**config.mk**
```make
export PLATFORM = sky130hd
export DESIGN_NAME = sdram_init_monitor
export DESIGN_NICKNAME = d
export VERILOG_FILES = /design/src/rtl/sdram_pkg.sv /design/src/rtl/sdram_cmd_decode.sv /design/src/rtl/sdram_init_monitor.sv
export SDC_FILE = /design/constraint.sdc
export NUM_CORES = 1
export LEC_CHECK = 0
export BUFFER_PORTS_ARGS = -buffer_cell sky130_fd_sc_hd__buf_4
export CORE_AREA = 2 2 74 83
export CTS_BUF_LIST = sky130_fd_sc_hd__clkbuf_2
export DETAILED_ROUTE_END_ITERATION = 10
export DIE_AREA = 0 0 76 85
export GPL_TIMING_DRIVEN = 1
export HOLD_SLACK_MARGIN = 0.12
export PLACE_DENSITY = 0.89
export SKIP_CTS_REPAIR_TIMING = 1
export SLEW_MARGIN = 25
export SYNTH_ARGS = -nofsm -noshare
export SYNTH_HDL_FRONTEND = slang
export SYNTH_SLANG_ARGS = --single-unit
```
**constraint.sdc**
```tcl
create_clock -name iclk -period 2.6 [get_ports iclk]
set_input_delay 0.13 -clock iclk [delete_from_list [all_inputs] [get_ports iclk]]
set_output_delay 0.13 -clock iclk [all_outputs]
set_load 0.1 [all_outputs]
```
**src/rtl/sdram_pkg.sv**
```systemverilog
// sdram_pkg: shared SDRAM command, error, monitor-state and mode-register definitions
//   cmd_e       : {cs_n,ras_n,cas_n,we_n} encodings (DESELECT folded to 4'b1111)
//   err_e       : violation codes 1..7, 0 = none
//   mon_state_e : init monitor states
//   mode_legal  : mode-register opcode legality check
package sdram_pkg;
  typedef enum logic [3:0] {
    CMD_MRS = 4'b0000, CMD_REF = 4'b0001, CMD_PRE = 4'b0010, CMD_ACT = 4'b0011,
    CMD_WR = 4'b0100, CMD_RD = 4'b0101, CMD_BST = 4'b0110, CMD_NOP = 4'b0111,
    CMD_DESEL = 4'b1111
  } cmd_e;
  typedef enum logic [2:0] {
    ERR_NONE, ERR_PWR, ERR_SEQ, ERR_TRP, ERR_TRFC, ERR_REFCNT, ERR_MODE, ERR_TMRD
  } err_e;
  typedef enum logic [2:0] {WAIT_PWR, WAIT_REF, REFS, MRD, DONE, ERROR} mon_state_e;
  localparam int MR_BL_LSB = 0, MR_BT = 3, MR_CAS_LSB = 4, MR_OP_LSB = 7, MR_WB = 9;
  localparam logic [2:0] CAS_2 = 3'd2, CAS_3 = 3'd3, BL_MAX_FIXED = 3'd3, BL_FULL = 3'b111;
  // full-page burst is only defined for sequential burst type
  function automatic logic mode_legal(input logic [12:0] mr);
    logic [2:0] bl, cas;
    bl = mr[MR_BL_LSB+:3];
    cas = mr[MR_CAS_LSB+:3];
    return (cas == CAS_2 || cas == CAS_3) && (bl <= BL_MAX_FIXED || (bl == BL_FULL && !mr[MR_BT]))
      && mr[MR_OP_LSB+:2] == 2'b00;
  endfunction
endpackage

```
**src/rtl/sdram_cmd_decode.sv**
```systemverilog
// sdram_cmd_decode: combinational SDRAM pin decode and mode-register check
//   in  cs_n, ras_n, cas_n, we_n : command pins
//   in  addr[12:0]               : address / mode opcode
//   out cmd                      : decoded command
//   out is_nop                   : NOP or DESELECT
//   out is_pall                  : PRECHARGE with addr[10] set
//   out mode_ok                  : addr is a legal mode-register opcode
module sdram_cmd_decode
  import sdram_pkg::*;
(
  input  logic        cs_n,
  input  logic        ras_n,
  input  logic        cas_n,
  input  logic        we_n,
  input  logic [12:0] addr,
  output cmd_e        cmd,
  output logic        is_nop,
  output logic        is_pall,
  output logic        mode_ok
);
  assign cmd = cs_n ? CMD_DESEL : cmd_e'({1'b0, ras_n, cas_n, we_n});
  assign is_nop = cmd == CMD_NOP || cmd == CMD_DESEL;
  assign is_pall = cmd == CMD_PRE && addr[10];
  assign mode_ok = mode_legal(addr);
endmodule

```
**src/rtl/sdram_init_monitor.sv**
```systemverilog
// sdram_init_monitor: device-side checker of the SDRAM power-up/init command sequence
//   in  iclk, ctr_reset (async, active-high), cke, cs_n/ras_n/cas_n/we_n, ba, addr, dqm
//   out init_done, init_err (sticky), err_code (first violation), mode_* (latched MR fields),
//       ref_count (REFs since PALL, saturating), state_dbg (mon_state_e encoding)
module sdram_init_monitor
  import sdram_pkg::*;
#(
  parameter int T_POWERUP = 10000,
  parameter int T_RP = 1,
  parameter int T_RFC = 2,
  parameter int T_MRD = 2,
  parameter int REF_MIN = 8
) (
  input  logic        iclk,
  input  logic        ctr_reset,
  input  logic        cke,
  input  logic        cs_n,
  input  logic        ras_n,
  input  logic        cas_n,
  input  logic        we_n,
  input  logic [1:0]  ba,
  input  logic [12:0] addr,
  input  logic [1:0]  dqm,
  output logic        init_done,
  output logic        init_err,
  output logic [2:0]  err_code,
  output logic [2:0]  mode_burst_len,
  output logic        mode_burst_type,
  output logic [2:0]  mode_cas_lat,
  output logic        mode_wb_single,
  output logic [7:0]  ref_count,
  output logic [2:0]  state_dbg
);
  localparam logic [15:0] PWR_LIM = 16'(T_POWERUP), RP_LIM = 16'(T_RP);
  localparam logic [15:0] RFC_LIM = 16'(T_RFC), MRD_LIM = 16'(T_MRD);
  localparam logic [7:0] REF_LIM = 8'(REF_MIN);
  mon_state_e state;
  cmd_e cmd;
  err_e st_err, err;
  logic [15:0] pwr_cnt, gap_cnt;
  logic is_nop, is_pall, mode_ok, bad_pins, unused_ba;
  sdram_cmd_decode u_dec (
    .cs_n(cs_n), .ras_n(ras_n), .cas_n(cas_n), .we_n(we_n), .addr(addr),
    .cmd(cmd), .is_nop(is_nop), .is_pall(is_pall), .mode_ok(mode_ok)
  );
  assign unused_ba = ^ba;
  assign state_dbg = state;
  assign bad_pins = state inside {WAIT_PWR, WAIT_REF, REFS, MRD} && (!cke || dqm != 2'b11);
  // state-specific violation first, then merge in the pin check keeping the lowest code
  always_comb begin
    st_err = ERR_NONE;
    if (!is_nop)
      case (state)
        WAIT_PWR: st_err = pwr_cnt < PWR_LIM ? ERR_PWR : is_pall ? ERR_NONE : ERR_SEQ;
        WAIT_REF: st_err = cmd == CMD_REF ? (gap_cnt < RP_LIM ? ERR_TRP : ERR_NONE)
                         : is_pall ? ERR_NONE : ERR_SEQ;
        REFS:     st_err = cmd == CMD_REF ? (gap_cnt < RFC_LIM ? ERR_TRFC : ERR_NONE)
                         : cmd != CMD_MRS ? ERR_SEQ
                         : gap_cnt < RFC_LIM ? ERR_TRFC
                         : ref_count < REF_LIM ? ERR_REFCNT
                         : mode_ok ? ERR_NONE : ERR_MODE;
        MRD:      st_err = gap_cnt >= MRD_LIM ? ERR_NONE : ERR_TMRD;
        DONE:     st_err = cmd == CMD_MRS && !mode_ok ? ERR_MODE : ERR_NONE;
        default:  st_err = ERR_NONE;
      endcase
    err = bad_pins && (st_err == ERR_NONE || st_err > ERR_SEQ) ? ERR_SEQ : st_err;
  end
  always_ff @(posedge iclk or posedge ctr_reset)
    if (ctr_reset) begin
      state <= WAIT_PWR;
      pwr_cnt <= '0;
      gap_cnt <= '0;
      ref_count <= '0;
      init_done <= 1'b0;
      init_err <= 1'b0;
      err_code <= '0;
      mode_burst_len <= '0;
      mode_burst_type <= 1'b0;
      mode_cas_lat <= '0;
      mode_wb_single <= 1'b0;
    end else begin
      if (cke && pwr_cnt != '1) pwr_cnt <= pwr_cnt + 16'd1;
      gap_cnt <= !is_nop ? 16'd1 : gap_cnt == '1 ? gap_cnt : gap_cnt + 16'd1;
      if (err != ERR_NONE) begin
        state <= ERROR;
        init_err <= 1'b1;
        err_code <= err;
      end else begin
        case (state)
          WAIT_PWR: if (is_pall) state <= WAIT_REF;
          WAIT_REF:
            if (is_pall) ref_count <= '0;
            else if (cmd == CMD_REF) begin
              state <= REFS;
              ref_count <= 8'd1;
            end
          REFS:
            if (cmd == CMD_REF) ref_count <= ref_count == '1 ? ref_count : ref_count + 8'd1;
            else if (cmd == CMD_MRS) state <= MRD;
          MRD:
            if (gap_cnt >= MRD_LIM) begin
              state <= DONE;
              init_done <= 1'b1;
            end
          default: ;
        endcase
        if (cmd == CMD_MRS && state inside {REFS, DONE}) begin
          mode_burst_len <= addr[MR_BL_LSB+:3];
          mode_burst_type <= addr[MR_BT];
          mode_cas_lat <= addr[MR_CAS_LSB+:3];
          mode_wb_single <= addr[MR_WB];
        end
      end
    end
endmodule

```
==> results of run 1 <==
[placed cells by master, fill, tap and decap left out, drive strengths merged, types with 2 or more instances in the layout]
master,n
a2111oi,2
a21oi,8
a2bb2oi,2
a31oi,5
and2,2
and3,12
and4,2
buf,68
clkbuf,6
dfrtp,56
dlygate4sd3,13
ha,5
inv,8
mux2,7
mux2i,2
nand2,26
nand2b,3
nand3,19
nand3b,3
nand4,9
nor2,42
nor3,9
nor3b,5
nor4,6
nor4b,3
o211ai,3
o21ai,10
o22a,2
o31ai,6
o41ai,10
or3,4
or4,3
or4b,2
xnor2,13
xor2,16
[critical path, stage by stage (launching register included)]
cell and delay, ns:
dfrtp_1 0.44, inv_1 0.09, ha_1 0.19, nor3b_1 0.14
or4bb_1 0.53, o22a_2 0.28, a31oi_4 0.33, or3_4 0.27
o21ai_0 0.12
[where the power goes]
part           internal (W)  switching [W]  leakage, nW
registers          0.000950      0.0000811        0.722
clock network      0.000170       0.000279       0.0436
logic              0.000166       0.000276         1.01
total               0.00129       0.000636         1.78
[sequential cells by signal, summed over array words and instances, names as in the netlist]
| name | flops |
|---|---|
| gap_cnt | 16 |
| state_dbg | 3 |
| err_code | 3 |
| mode_cas_lat | 3 |
| pwr_cnt | 16 |
| init_done | 1 |
| mode_wb_single | 1 |
| mode_burst_type | 1 |
| ref_count | 8 |
| init_err | 1 |
| mode_burst_len | 3 |
[worst max path at each step]
stage	startpoint	to	slack (ns)	cells past startpoint
finish	gap_cnt[0]	ref_count[2]	0.12	8
global route	gap_cnt[9]	ref_count[5]	-0.02	7
CTS	gap_cnt[8]	state_dbg[2]	0.11	7
detailed placement	gap_cnt[8]	state_dbg[2]	0.14	7
global placement	gap_cnt[5]	state_dbg[0]	0.21	7
floorplan	ref_count[3]	state_dbg[0]	0.01	6
[synthesized netlist by cell type (2+ instances only)]
library cell / number / area share, %
nor2_1: 42 / 4.9
xor2_1: 16 / 4.4
mux2_2: 7 / 2.5
nand3b_1: 3 / 0.70
or4_1: 3 / 0.70
mux2i_1: 2 / 0.62
ha_1: 5 / 2.0
nand4_2: 2 / 0.78
inv_1: 7 / 0.82
nor4_1: 6 / 1.2
nand2_1: 25 / 2.9
a2111oi_0: 2 / 0.55
o41ai_1: 7 / 1.9
or3_1: 3 / 0.59
o41ai_2: 3 / 1.5
o211ai_1: 3 / 0.70
and4_1: 2 / 0.55
nor3b_1: 5 / 1.2
clkbuf_1: 6 / 0.70
o22a_2: 2 / 0.62
nand4_1: 7 / 1.4
buf_6: 2 / 0.70
nor3_1: 9 / 1.4
o21ai_0: 9 / 1.4
and3_1: 11 / 2.1
nand3_1: 19 / 3.0
nor4b_2: 2 / 0.94
nand2b_1: 3 / 0.59
o31ai_1: 5 / 1.2
dfrtp_1: 56 / 44
xnor2_1: 13 / 3.6
a31oi_1: 4 / 0.78
a21oi_1: 6 / 0.94
[metrics by stage]
step	util (%)	setup TNS, ns	std cells
global placement	65.98	0	453
CTS	67.21	0	461
finish	70.72	0	480
floorplan	-	0	325
global route	70.72	-0.02078	480
detailed placement	65.98	0	453
[logic make-up (layout without fill, tap and decap cells)]
family	count (synthesis)	count (layout)	share of synthesized area, %
and+or+nand+nor	152	152	25.72
buffers and inverters	18	96	3.005
adders and majority gates	5	5	1.952
AOI/OAI and AO/OA	56	56	14.60
DFF	56	56	43.72
xor gates and xnor gates	29	29	7.923
muxes	9	9	3.084
[layer usage]
metal	global-route usage (%)	wire, um	up-vias
met5	0	0	-
met4	6.281	122	0
met3	4.149	262	14
met2	42.61	4043	75
met1	26.07	3058	1365
li1	-	-	1343
[final cells by class]
class | count | area [um^2] | area share, %
Multi-Input combinational cell | 251 | 1733 | 43.57
Sequential cell | 56 | 1413 | 35.51
Timing Repair Buffer | 81 | 640.6 | 16.11
Tap cell | 77 | 96.34 | 2.422
Clock inverter | 2 | 38.79 | 0.9752
Clock buffer | 6 | 30.03 | 0.7550
Inverter | 7 | 26.28 | 0.6606
==> run_results.csv, run 1 <==
group,metric,value,unit
run_status,run_status,"complete, no violations",
global_routing,track_usage,22.47,%
detailed_routing,wirelength,7486,um
yosys,synth_edf_count,0,
placement,hpwl,5253,um
power,power_density,483.4,nW/um^2
floorplan,core-area,5624,um^2
floorplan,die_area,6460,um^2
floorplan,initial_core_util,57.00,%
power,ir_worst_vdd,0.4131,mV
layout,layout-drive-gt1-share,29.53,%
clock_network,clk_pin_slew,0.28,ns
sta,skew,0.01063,ns
sta,fmax,403.5,MHz
yosys,avgSynthCellArea,9.863,um^2
global_routing,grt_pass1_wl,11930,um
critical_path,cp.arrival,2.84,ns
critical_path,end_kind,"register",
clock_network,cts_sinks,56,
clock_network,root_buffer,"clkbuf_2",
clock_network,clk_latency,0.46,ns
layout,antennaDiodeCount,0,
yosys,synthesis.nets,354,
clock_network,numCtsBuffers,5,
detailed_routing,drt-initial-drc-count,139,
detailed_routing,dr_total_vias,2797,
global_routing,grt-ovfl-total,0,
worst_hold_path,hp-class,"primary input to register",
layout,nFillCells,414,
run,maxCapViolations,0,
detailed_routing,first_pass_iters,6,
sta,tightestPinTransition,0.8321,ns
critical_path,timing.rr.end,"ref_count[2]",
placement,place_area,3711,um^2
detailed_routing,antenna_left,0,
global_routing,grt_pass1_vias,2685,
yosys,syn_area,3206,um^2
sta,slew_viol_final,0,
yosys,syn-instance-count,325,
worst_hold_path,hp-start,"cs_n",
yosys,synthDistinctLibCells,61,
layout,area_growth,24.08,%
power,design_power_total,0.001923,W
critical_path,path_class,"register to register",
sta,final.min_clock_period,2.478,ns
layout,nets,431,
detailed_routing,drc,0,
power,p_leak,1.777,nW
yosys,yosysWarnings,0,
sta,setup_viol,0,
floorplan,rows,29,
yosys,ys_async_sr_fraction,100.0,%
clock_network,cts_tree,"done",
layout,finalInstanceArea,3978,um^2
worst_hold_path,worst_hold_path.num_cells,4,
sta,setup_slack,0.1217,ns
detailed_routing,vias_per_cell,5.827,
floorplan,fp.dieW,76,um
global_routing,grt_antenna_before_repair,0,
critical_path,worstRegToRegCells,8,
detailed_routing,post_drt_wl_per_cell,15.60,um
critical_path,path_max_fanout,11,
critical_path,worstPathRequired,2.96,ns
sta,relSlewSlack,44.44,%
critical_path,rrSetupSlack,0.12,ns
floorplan,ios,48,
critical_path,cp-start-kind,"register",
sta,fin_crit_sh,95.32,%
placement,pre_cts_ws,0.1401,ns
placement,gpl.final_weighted_congestion,0.8676,
worst_hold_path,hold_end,"gap_cnt[6]",
clock_network,cts_max_path_buffers,2,
global_routing,grt_max_degree,41,
floorplan,die_h,85,um
yosys,ys.flop_type,"dfrtp_1",
placement,numPortBuffers,43,
yosys,ys_ff_latch,56,
clock_network,htree_levels,2,
critical_path,r2r-start,"gap_cnt[0]",
sta,fin_hold_ws,0.1526,ns
sta,final-hold-violation-count,0,
yosys,ys_seq_area_share,43.72,%
(Power assumes the default switching activity.)
==> run 2: changes to the inputs <==
- CORE_AREA: 2 2 74 83 -> 5 5 95 70
- DIE_AREA: 0 0 76 85 -> 0 0 100 75
==> run_results.csv, run 2 (same netlist as run 1, synthesis figures left out) <==
group,metric,value,unit
run_status,run_status,"complete, no violations",
global_routing,track_usage,20.97,%
floorplan,rows,23,
detailed_routing,drc,0,
placement,hpwl,5596,um
layout,nets,429,
clock_network,cts_tree,"done",
critical_path,critPathSlowestCell,"or4_1",
layout,area_growth,22.17,%
floorplan,core-area,5612,um^2
clock_network,clk_latency,0.45,ns
detailed_routing,post_drt_wl_per_cell,15.99,um
floorplan,ios,48,
critical_path,path_cells,"nor4_1, buf_4, nand4_2, nor3b_1, o41ai_2, buf_4, a21oi_2, or4_1",
clock_network,clk_pin_slew,0.28,ns
layout,layout_commonest_cell,"buf_4",
sta,setup_viol,0,
floorplan,fp.dieW,100,um
layout,layout-drive-gt1-share,27.93,%
layout,top_regs,"gap_cnt (16), pwr_cnt (16), ref_count (8)",
global_routing,grt_max_degree,31,
critical_path,worst_path_most_repeated_cell,"buf_4",
sta,skew,0.003947,ns
floorplan,initial_core_util,57.12,%
clock_network,cts_max_path_buffers,2,
detailed_routing,first_pass_iters,4,
detailed_routing,met2_length,3466,um
power,clock_power_share,19.4,%
critical_path,max_stage_delay,0.47,ns
critical_path,path_max_fanout,8,
sta,fin_crit_sh,96.17,%
layout,post-route-util,69.79,%
floorplan,die_area,7500,um^2
power,ir_worst_vdd,0.6192,mV
placement,gpl.final_weighted_congestion,0.9259,
worst_hold_path,worst_hold_path.num_cells,5,
clock_network,htree_levels,2,
power,power.internal,0.001190,W
placement,numPortBuffers,43,
critical_path,cp-start-kind,"register",
power,p_leak,1.751,nW
sta,fmax,399.9,MHz
layout,fin_cells,476,
critical_path,rrSetupSlack,0.1,ns
power,power_switching,0.0006452,W
sta,setup_slack,0.09964,ns
critical_path,worstRegToRegCells,8,
worst_hold_path,hp-class,"primary input to register",
detailed_routing,wl_met1,3472,um
critical_path,path_class,"register to register",
placement,place_inst,453,
global_routing,grt_pass1_vias,2734,
detailed_routing,wl_met3,572,um
critical_path,cp.arrival,2.87,ns
layout,antennaDiodeCount,0,
global_routing,grt_antenna_before_repair,0,
critical_path,end_kind,"register",
detailed_routing,wirelength,7609,um
clock_network,numCtsBuffers,5,
power,pwr-share-comb,24.4,%
power,seq_power_share,56.2,%
global_routing,grt_pass1_wl,12590,um
sta,final.min_clock_period,2.500,ns
sta,relSlewSlack,38.73,%
detailed_routing,vias_per_cell,5.832,
detailed_routing,dr_total_vias,2776,
detailed_routing,antenna_left,0,
floorplan,die_h,75,um
sta,slew_viol_final,0,
layout,final_cell_mix,"66 x buf_4, 49 x dfrtp_1, 42 x nor2_1, 25 x nand2_1, 19 x nand3_1",
power,design_power_total,0.001835,W
detailed_routing,top_layer_used,"met4",
placement,pre_cts_ws,0.1150,ns
critical_path,worstPathRequired,2.97,ns
power,sw_frac_of_total,35.16,%
sta,tightestPinTransition,0.8959,ns
power,power_density,468.5,nW/um^2
run,maxCapViolations,0,
clock_network,cts_sinks,56,
clock_network,root_buffer,"clkbuf_2",
detailed_routing,drt-initial-drc-count,151,
sta,final-hold-violation-count,0,
global_routing,grt-ovfl-total,0,
## run 2: cell count changes in the layout (fill, tap and decap cells not counted), moves of 2 or more
| cell | before | now |
|---|---|---|
| buf_4 | 68 | 66 |
| dfrtp_2 | 9 | 7 |
| dfrtp_1 | 47 | 49 |
| nor4_1 | 3 | 6 |
| nor4_2 | 3 | 0 |
## run 2: metal layers
metal | vias up | global-route usage, %
met1 | 1322 | 28.59
met2 | 101 | 33.41
met3 | 10 | 5.556
met5 | - | 0
met4 | 0 | 6.278
li1 | 1343 | -
## run 2: metrics by stage
step / cell area [um^2] / hold WS, ns / TNS, ns
global route: 3916 / 0.1704 / -0.006553
detailed placement: 3724 / 0.2479 / 0
CTS: 3771 / -0.2993 / 0
finish: 3916 / 0.1555 / 0
global placement: 3724 / 0.2392 / 0
floorplan: 3219 / 0.2805 / 0
## run 2: critical path: cells and delay by family, from the launching register on
family	cells	cell delay (ns)
and+or+nand+nor	4	1.24
DFF	1	0.45
buffers and inverters	2	0.37
AOI/OAI and AO/OA	2	0.37
## run 2: power groups by stage
stage	registers (W)	clock network, W	logic (W)
after global placement	0.00104	0	0.000415
after global routing	0.00105	0.000406	0.000491
after CTS	0.00103	0.000364	0.000431
after floorplan	0.00114	0	0.000201
final	0.00103	0.000356	0.000448
after detailed placement	0.00104	0	0.000430
## run 2: area by class of cell
type                            instances  area [um^2]
Inverter                                7        26.28
Multi-Input combinational cell        251         1713
Clock inverter                          3        22.52
Tap cell                               75        93.84
Clock buffer                            5        25.02
Sequential cell                        56         1410
Fill cell                             410         1695
Timing Repair Buffer                   79        625.6
## run 2: final timing paths
path | start | endpoint
min in group asynchronous | ctr_reset | gap_cnt[7]
worst max register to register | gap_cnt[8] | state_dbg[0]
worst min register to register | pwr_cnt[10] | pwr_cnt[10]
worst max-delay path | gap_cnt[8] | state_dbg[0]
worst min-delay path | we_n | ref_count[0]
max in group asynchronous | ctr_reset | ref_count[4]
